===== src/rtl/uart_rx_frame_ctrl.sv =====
// Frame sequencer behind a UART receiver: sync hunt, length, payload streaming, XOR checksum check.
// Every output is registered, one cycle after the causing byte strobe. An inter-byte timeout aborts a stalled frame.
module uart_rx_frame_ctrl #(
    parameter logic [7:0] SYNC_BYTE    = 8'hA5,
    parameter int         MAX_LEN      = 16,
    parameter int         TIMEOUT_CLKS = 1740,
    localparam int        IW           = $clog2(MAX_LEN + 1),
    localparam int        TW           = $clog2(TIMEOUT_CLKS) + 1
) (
    input  logic          i_Clock,
    input  logic          i_Reset,
    input  logic          i_RX_DV,
    input  logic [7:0]    i_RX_Byte,
    output logic          o_Payload_DV,
    output logic [7:0]    o_Payload_Byte,
    output logic [IW-1:0] o_Payload_Index,
    output logic          o_Frame_Done,
    output logic          o_Frame_OK,
    output logic [1:0]    o_Err_Code,
    output logic          o_Busy
);

    typedef enum logic [1:0] {HUNT, GET_LEN, GET_PAYLOAD, GET_CSUM} state_t;

    localparam logic [TW-1:0] TIMER_LAST = TW'(TIMEOUT_CLKS - 1);
    localparam logic [TW-1:0] TIMER_MAX  = '1;
    localparam logic [7:0]    MAX_LEN_B  = 8'(MAX_LEN);

    localparam logic [1:0] ERR_OK      = 2'b00;
    localparam logic [1:0] ERR_LEN     = 2'b01;
    localparam logic [1:0] ERR_CSUM    = 2'b10;
    localparam logic [1:0] ERR_TIMEOUT = 2'b11;

    state_t          r_state, w_state;
    logic [7:0]      r_len, w_len;
    logic [7:0]      r_csum, w_csum;
    logic [IW-1:0]   r_index, w_index;
    logic [TW-1:0]   r_timer, w_timer;
    logic            r_payload_dv, w_payload_dv;
    logic [7:0]      r_payload_byte, w_payload_byte;
    logic [IW-1:0]   r_payload_index, w_payload_index;
    logic            r_frame_done, w_frame_done;
    logic            r_frame_ok, w_frame_ok;
    logic [1:0]      r_err_code, w_err_code;
    logic            r_busy, w_busy;

    always_ff @(posedge i_Clock or posedge i_Reset) begin
        if (i_Reset) begin
            r_state         <= HUNT;
            r_len           <= '0;
            r_csum          <= '0;
            r_index         <= '0;
            r_timer         <= '0;
            r_payload_dv    <= 1'b0;
            r_payload_byte  <= '0;
            r_payload_index <= '0;
            r_frame_done    <= 1'b0;
            r_frame_ok      <= 1'b0;
            r_err_code      <= '0;
            r_busy          <= 1'b0;
        end else begin
            r_state         <= w_state;
            r_len           <= w_len;
            r_csum          <= w_csum;
            r_index         <= w_index;
            r_timer         <= w_timer;
            r_payload_dv    <= w_payload_dv;
            r_payload_byte  <= w_payload_byte;
            r_payload_index <= w_payload_index;
            r_frame_done    <= w_frame_done;
            r_frame_ok      <= w_frame_ok;
            r_err_code      <= w_err_code;
            r_busy          <= w_busy;
        end
    end

    always_comb begin
        w_state         = r_state;
        w_len           = r_len;
        w_csum          = r_csum;
        w_index         = r_index;
        w_timer         = r_timer;
        w_payload_dv    = 1'b0;
        w_payload_byte  = r_payload_byte;
        w_payload_index = r_payload_index;
        w_frame_done    = 1'b0;
        w_frame_ok      = r_frame_ok;
        w_err_code      = r_err_code;

        // A byte strobe always takes priority over timer expiry in the same cycle.
        if (i_RX_DV) begin
            w_timer = '0;
            case (r_state)
                HUNT: begin
                    if (i_RX_Byte == SYNC_BYTE) begin
                        w_state = GET_LEN;
                    end
                end
                GET_LEN: begin
                    w_len  = i_RX_Byte;
                    w_csum = i_RX_Byte;
                    if (i_RX_Byte == 8'd0 || i_RX_Byte > MAX_LEN_B) begin
                        w_frame_done = 1'b1;
                        w_frame_ok   = 1'b0;
                        w_err_code   = ERR_LEN;
                        w_state      = HUNT;
                    end else begin
                        w_index = '0;
                        w_state = GET_PAYLOAD;
                    end
                end
                GET_PAYLOAD: begin
                    w_payload_dv    = 1'b1;
                    w_payload_byte  = i_RX_Byte;
                    w_payload_index = r_index;
                    w_csum          = r_csum ^ i_RX_Byte;
                    if (8'(r_index) == r_len - 8'd1) begin
                        w_state = GET_CSUM;
                    end else begin
                        w_index = r_index + 1'b1;
                    end
                end
                GET_CSUM: begin
                    w_frame_done = 1'b1;
                    w_state      = HUNT;
                    if (i_RX_Byte == r_csum) begin
                        w_frame_ok = 1'b1;
                        w_err_code = ERR_OK;
                    end else begin
                        w_frame_ok = 1'b0;
                        w_err_code = ERR_CSUM;
                    end
                end
                default: w_state = HUNT;
            endcase
        end else if (r_state != HUNT) begin
            if (r_timer == TIMER_LAST) begin
                w_frame_done = 1'b1;
                w_frame_ok   = 1'b0;
                w_err_code   = ERR_TIMEOUT;
                w_state      = HUNT;
            end else if (r_timer != TIMER_MAX) begin
                w_timer = r_timer + 1'b1;
            end
        end

        if (w_state == HUNT) begin
            w_timer = '0;
        end
        w_busy = (w_state != HUNT);
    end

    assign o_Payload_DV    = r_payload_dv;
    assign o_Payload_Byte  = r_payload_byte;
    assign o_Payload_Index = r_payload_index;
    assign o_Frame_Done    = r_frame_done;
    assign o_Frame_OK      = r_frame_ok;
    assign o_Err_Code      = r_err_code;
    assign o_Busy          = r_busy;

endmodule


===== config.mk =====
export PLATFORM = sky130hd
export DESIGN_NAME = uart_rx_frame_ctrl
export DESIGN_NICKNAME = d
export VERILOG_FILES = /design/src/rtl/uart_rx_frame_ctrl.sv
export SDC_FILE = /design/constraint.sdc
export NUM_CORES = 1
export LEC_CHECK = 0
export ABC_AREA = 1
export CORE_ASPECT_RATIO = 0.5
export CORE_MARGIN = 5
export CORE_UTILIZATION = 50
export DETAILED_ROUTE_END_ITERATION = 7
export DONT_BUFFER_PORTS = 1
export SYNTH_ARGS = -nofsm -noshare
export SYNTH_HDL_FRONTEND = slang
export SYNTH_SLANG_ARGS = --single-unit

===== constraint.sdc =====
create_clock -name i_Clock -period 5.15 [get_ports i_Clock]
set_input_delay 0.7725 -clock i_Clock [delete_from_list [all_inputs] [get_ports i_Clock]]
set_output_delay 0.7725 -clock i_Clock [all_outputs]
set_load 0.01 [all_outputs]

==> out/metrics.csv, run 1 <==
stage,metric,value,unit
synthesis,"top cells by count, synth","nand2_1, dfrtp_1, inv_1, nor2_1, o21ai_0",
sta,Final Cycle Share,45.2,%
place,placer congestion estimate,0.900,
synthesis,Post-synth EDFFs,0,
floorplanning,Die H,64.3,um
sta,minimum clock period,2330,ps
synthesis,ys async rst share,100,%
detailed_routing,drt initial violations,90,
cells_and_area,Fill cells,555,
detailed_routing,Final ANT Viol Nets,0,
synthesis,YS warnings,0,
global_routing,Total Routing Usage GR,16.7,%
synthesis,multiplexer share of the synthesized area,0.340,%
detailed_routing,Post-Route WL,5.98,mm
sta,Final Hold Viols,0,
cts,# hold bufs at CTS,0,
synthesis,largest family of logic cells by synthesized area,simple AND/OR/NAND/NOR gates,
cells_and_area,layout cells sized above 1,4.60,%
pwr,PwrDens,391,nW/um^2
global_routing,grt ovf,0,
critical_path,r2r setup slk,2820,ps
detailed_routing,DRT Pass-1 Iters,4,
synthesis,register area share after synthesis,45.9,%
sta,TNS Setup,0,ps
floorplanning,die area,7620,um^2
cells_and_area,flip-flop and latch area,1350,um^2
pwr,peak supply drop,0.299,mV
synthesis,Simple-Gate Fraction of Synth Area,28.4,%
floorplanning,I/O pin total,30,
detailed_routing,met2 wire len,2.57,mm
floorplanning,Starting Density,52.7,%
critical_path,nature of the critical path endpoint,flip-flop,
cts,CTS tree,built,
cts,htree depth,2,
global_routing,global-route wire length before repair,10.5,mm
sta,Worst slew margin,52.3,%
cells_and_area,n_diodes,0,
synthesis,cell taking the most area after synthesis,dfrtp_1,
synthesis,Post-Syn Area,2950,um^2
critical_path,worst-path maximum fanout,27,
min_path,Worst Hold Path EP,r_len[7]$_DFFE_PP0P_,
detailed_routing,met3 routed WL,324,um
critical_path,FF-to-FF End,r_timer[1]$_DFFE_PP0P_,
sta,setup violators final,0,
synthesis,Syn Inst Count,389,
job,max-cap violations,0,
synthesis,Mapped Nets,407,
synthesis,Synth area leaders,"dfrtp_1, nand2_1, inv_1, o21ai_0, nor2_1",
synthesis,dominant synthesized flop cell,dfrtp_1,
critical_path,CP Launch Type,flip-flop,
detailed_routing,DRC,0,
floorplanning,core area,5590,um^2
critical_path,cell mode on critical path,nand2_1,
cts,post-CTS setup buffers,0,
sta,hold_ws,518,ps
synthesis,Synth top area share,45.9,%
synthesis,most frequent cell after synthesis,nand2_1,
status,status,"finished, final reports clean",
critical_path,critical-path cell list,inv_1 > ha_1 > nand2_1 > o21ai_0 > nand2_1 > nand2_2 > o21ai_2 > nor2_1,
synthesis,synth unique cells,24,
critical_path,slowest library cell on the worst path,nand2_1,
sta,Fmax,429,MHz
synthesis,post-synthesis compound-gate area fraction,7.60,%
global_routing,initial antenna violation count,0,
sta,clk_skew,4.61,ps
critical_path,Critical Path RT,5310,ps
sta,Worst-Margin Slew,714,ps
detailed_routing,uppermost layer routed,met4,
critical_path,Worst Reg-to-Reg Cells,8,
sta,unrepaired setup endpoints after global routing,no,
place,Port-buffer cells,0,
cts,Worst-path clk slew,70,ps
global_routing,largest net degree at the start of global routing,55,
cells_and_area,Multi-input gate area,1360,um^2
min_path,worst min-delay path class,flip-flop to flip-flop,
synthesis,XOR/XNOR Fraction of Synth Area,6.84,%
global_routing,vias in the first global route,2191,
cts,clk_lat worst skew,290,ps
cts,Clock Tree Root,clkbuf_16,
place,dpl hpwl,4.52,mm
sta,max-slew violation count,0,
critical_path,critical path class,flip-flop to flip-flop,
floorplanning,width of the die,119,um
detailed_routing,routed len/inst,12.9,um
detailed_routing,routed via count,2298,
critical_path,CP arrival,2490,ps
detailed_routing,Via density,4.95,
pwr,Static Leakage,1.55,nW
synthesis,Mapped Avg Cell Area,7.57,um^2
cts,CTS Buffer Depth,2,
floorplanning,# rows,19,
min_path,Worst Hold Depth,2,
cts,post-CTS sizing,0,
critical_path,"slowest stage delay, CP",550,ps
cells_and_area,Nets,408,
detailed_routing,M1 wire length,3.03,mm
cts,CTS Sinks,54,
critical_path,Critical R2R Launch,r_state[0]$_DFF_PP0_,
cells_and_area,Layout area overhead,6.96,%
cts,cts bufs inserted,5,
synthesis,Seq cells post-synth,54,
min_path,min-delay src,r_len[7]$_DFFE_PP0P_,
synthesis,adder-cell share of the synthesized area,2.97,%
-- cells by family (layout without fill, tap and decap cells) --
family | Yosys count | after routing
fa+ha+maj | 7 | 7
compound gates | 42 | 42
buf+inv | 59 | 61
xor+xnor | 23 | 23
flops | 54 | 54
simple gates | 203 | 203
mux | 1 | 1
-- cells in the final DEF (no fill, tap or decap), types with 2 or more instances in the layout --
cell type,n
dfrtp_1,54
nor3_1,3
nand4_1,6
xnor2_1,6
o21ai_0,33
clkbuf_16,5
nor2_2,3
nand3_2,2
ha_1,7
nand2_1,126
nand3_1,21
o21ai_1,3
o21ai_2,2
xor2_1,17
inv_1,51
nor2_1,40
-- layer usage --
layer  GRT usage [%]  up-vias
met1            22.8     1057
met3            5.29        6
met2            26.3       30
met5               0        -
li1                -     1205
met4            3.82        0
-- power breakdown --
part | switching [mW] | leakage, nW | internal, mW | total (mW)
registers | 0.0654 | 0.734 | 0.494 | 0.559
clock network | 0.144 | 0.0739 | 0.193 | 0.337
logic | 0.207 | 0.741 | 0.130 | 0.336
total | 0.416 | 1.55 | 0.817 | 1.23
-- worst max path at each step --
stage / start / endpoint / slack (ps) / depth (start not counted)
2_1_floorplan: i_Reset / o_Busy$_DFF_PP0_ / 3060 / 1
3_3_place_gp: i_RX_DV / r_timer[1]$_DFFE_PP0P_ / 2900 / 6
3_5_place_dp: i_RX_DV / r_timer[1]$_DFFE_PP0P_ / 2800 / 6
4_1_cts: r_state[0]$_DFF_PP0_ / r_timer[1]$_DFFE_PP0P_ / 2790 / 8
5_1_grt: r_state[0]$_DFF_PP0_ / r_timer[0]$_DFFE_PP0P_ / 2490 / 8
6_report: r_state[0]$_DFF_PP0_ / r_timer[1]$_DFFE_PP0P_ / 2820 / 8
-- area by class of cell --
class / instances / share of cell area [%]
clock buffer: 7 / 4.53
clock inverter: 1 / 0.159
inverter: 52 / 6.19
multi-input combinational: 276 / 43.1
sequential: 54 / 42.9
tap: 73 / 2.90
timing repair buffer: 1 / 0.238
-- through the flow --
step           power (mW)  cell area (um^2)  instances  setup WS [ps]  util [%]
2_1_floorplan       0.840              2950        389           3060         -
5_1_grt              1.33              3150        464           2490      56.4
3_3_place_gp        0.895              3000        456           2900      53.8
6_report             1.23              3150        464           2820      56.4
4_1_cts              1.25              3150        464           2790      56.4
3_5_place_dp        0.905              3000        456           2800      53.8
-- worst max-delay path, delay by kind of cell (launching register included) --
family	cells	cell delay, ps
AO/OA/AOI/OAI	2	590
AND/OR/NAND/NOR	4	840
buffers and inverters	1	110
flip-flops	1	380
adder cells (fa/ha/maj)	1	270
-- registers in the layout, summed over array words and instances, names as in the netlist --
signal and count:
r_timer 12, o_Payload_Byte 8, r_csum 8, r_len 8, o_Payload_Index 5, r_index 5
o_Err_Code 2, r_state 2, o_Busy 1, o_Frame_Done 1, o_Frame_OK 1, o_Payload_DV 1
(Power assumes the default switching activity.)
==> inputs of run 2 (changes only) <==
- PLACE_DENSITY: default -> 0.68
- clock period: 5.15 -> 2 ns (I/O delays scaled with it)
==> run 2 against run 1 <==
Effect of this change: fmax increased by 27%; clock skew rose by 3.4 ps; core utilization grew 1.6 points; sequential power increased to 2.6 times the previous value; critical path type unchanged; largest power group unchanged.
==> out/metrics.csv, run 2 (synthesis gave the netlist of run 1 again) <==
stage,metric,value,unit
cells_and_area,"most common cell after layout, fill and taps aside",nand2_1,
place,Port-buffer cells,0,
detailed_routing,routed via count,2415,
cts,htree depth,2,
pwr,Static Leakage,1.59,nW
floorplanning,die area,7620,um^2
global_routing,global-route wire length before repair,11.1,mm
min_path,worst min-delay path class,input pin to flip-flop,
pwr,sequential power share,42.9,%
detailed_routing,drt initial violations,106,
floorplanning,Die H,64.3,um
sta,hold_ws,159,ps
critical_path,critical-path cell list,inv_1 > ha_2 > xor2_1 > o21ai_0 > nor2_1 > nand3_1 > nand3_2 > nand2_1 > nand2_1 > nand2_1,
global_routing,largest net degree at the start of global routing,36,
global_routing,initial antenna violation count,0,
sta,Worst-Margin Slew,466,ps
cells_and_area,Biggest register,r_timer,
cells_and_area,layout cells sized above 1,6.57,%
cts,CTS tree,built,
sta,Final Cycle Share,91.7,%
detailed_routing,Post-Route WL,6.26,mm
pwr,PwrDens,1040,nW/um^2
place,placer congestion estimate,0.950,
floorplanning,# rows,19,
pwr,clock share of power,29.9,%
sta,Final Hold Viols,0,
pwr,Sw Pwr,1.11,mW
critical_path,top cell family by delay on the critical path,simple AND/OR/NAND/NOR gates,
detailed_routing,routed len/inst,13.3,um
detailed_routing,DRC,0,
status,status,"finished, final reports clean",
floorplanning,I/O pin total,30,
detailed_routing,Final ANT Viol Nets,0,
place,dpl hpwl,4.59,mm
floorplanning,width of the die,119,um
sta,post-route setup slack,166,ps
sta,TNS Setup,0,ps
sta,max-slew violation count,0,
global_routing,Total Routing Usage GR,17.7,%
cells_and_area,Layout area overhead,10.1,%
cts,clk_lat worst skew,300,ps
critical_path,r2r setup slk,170,ps
pwr,peak supply drop,0.616,mV
global_routing,grt ovf,0,
pwr,switching fraction of total power,33.0,%
cells_and_area,most frequent cells in the layout,"nand2_1, dfrtp_1, inv_1",
sta,Worst slew margin,68.9,%
critical_path,worst path bufs/invs,1,
cts,CTS Buffer Depth,2,
critical_path,worst-path maximum fanout,5,
detailed_routing,Via density,5.15,
critical_path,nature of the critical path endpoint,flip-flop,
sta,setup violators final,0,
cts,Worst-path clk slew,70,ps
critical_path,critical path class,flip-flop to flip-flop,
critical_path,"slowest stage delay, CP",400,ps
critical_path,slowest library cell on the worst path,dfrtp_1,
cells_and_area,n_diodes,0,
cts,CTS Sinks,54,
critical_path,Critical Path RT,2190,ps
detailed_routing,DRT Pass-1 Iters,5,
floorplanning,Starting Density,52.7,%
pwr,Comb pwr share,27.2,%
pwr,Int Power,2.25,mW
global_routing,vias in the first global route,2354,
sta,clk_skew,8.03,ps
critical_path,cell mode on critical path,nand2_1,
sta,unrepaired setup endpoints after global routing,yes,
sta,minimum clock period,1830,ps
sta,Fmax,545,MHz
cells_and_area,Nets,414,
critical_path,CP Launch Type,flip-flop,
job,max-cap violations,0,
cts,cts bufs inserted,5,
place,Setup WS pre-CTS,142,ps
cells_and_area,max FFs per register,12,
critical_path,CP arrival,2020,ps
cts,Clock Tree Root,clkbuf_16,
floorplanning,core area,5590,um^2
run 2: final timing paths:
check	from	to	cells past startpoint
setup / recovery	r_len[0]$_DFFE_PP0P_	r_index[2]$_DFFE_PP0P_	10
hold reg to reg	r_len[1]$_DFFE_PP0P_	r_len[1]$_DFFE_PP0P_	2
setup reg to reg	r_len[0]$_DFFE_PP0P_	r_index[2]$_DFFE_PP0P_	10
min in group asynchronous	i_Reset	r_timer[10]$_DFFE_PP0P_	2
hold / removal	i_RX_Byte[0]	r_csum[0]$_DFFE_PP0P_	2
max in group asynchronous	i_Reset	r_len[5]$_DFFE_PP0P_	3
run 2: stage by stage:
| step | utilization [%] | cell area, um^2 | std cells | power [mW] |
|---|---|---|---|---|
| after global placement | 54.7 | 3050 | 461 | 2.32 |
| after CTS | 57.9 | 3230 | 469 | 3.38 |
| after detailed placement | 54.7 | 3050 | 461 | 2.37 |
| after global routing | 58.1 | 3240 | 469 | 3.62 |
| final | 58.1 | 3240 | 469 | 3.36 |
| after floorplan | - | 2950 | 389 | 2.16 |
run 2: power by group through the flow:
stage	logic, mW	registers [mW]	clock network [mW]
2_1_floorplan	0.746	1.42	0
3_3_place_gp	0.870	1.45	0
3_5_place_dp	0.905	1.46	0
4_1_cts	0.915	1.44	1.03
5_1_grt	1.07	1.47	1.08
6_report	0.916	1.44	1.00
run 2: timing repair:
item / 4_1_cts / 5_1_grt
hold buffers: 1 / 0
endpoints found under the setup margin: 0 / 16
gates resized for setup: 0 / 3
endpoints found under the hold margin: 19 / 0
buffers inserted: 0 / 0
run 2: area by class of cell:
| class | instances | area [um^2] |
|---|---|---|
| inverters | 52 | 195 |
| flip-flops and latches | 54 | 1350 |
| clock buffers | 6 | 139 |
| fillers | 521 | 2340 |
| multi-input cells | 276 | 1370 |
| clock inverters | 1 | 30.0 |
| repair buffers | 7 | 67.6 |
| well taps | 73 | 91.3 |
run 2: per-layer routing:
layer	track usage (%)	routed length, um	vias to the layer above
li1	-	-	1223
met1	22.9	2980	1141
met2	29.0	2850	41
met3	5.99	369	10
met4	4.10	68	0
met5	0	0	-
==> inputs of run 3 (changes only) <==
- GPL_TIMING_DRIVEN: default -> 1
==> results of run 3 <==
Final layout, timing and power as in run 2 (identical DEF).
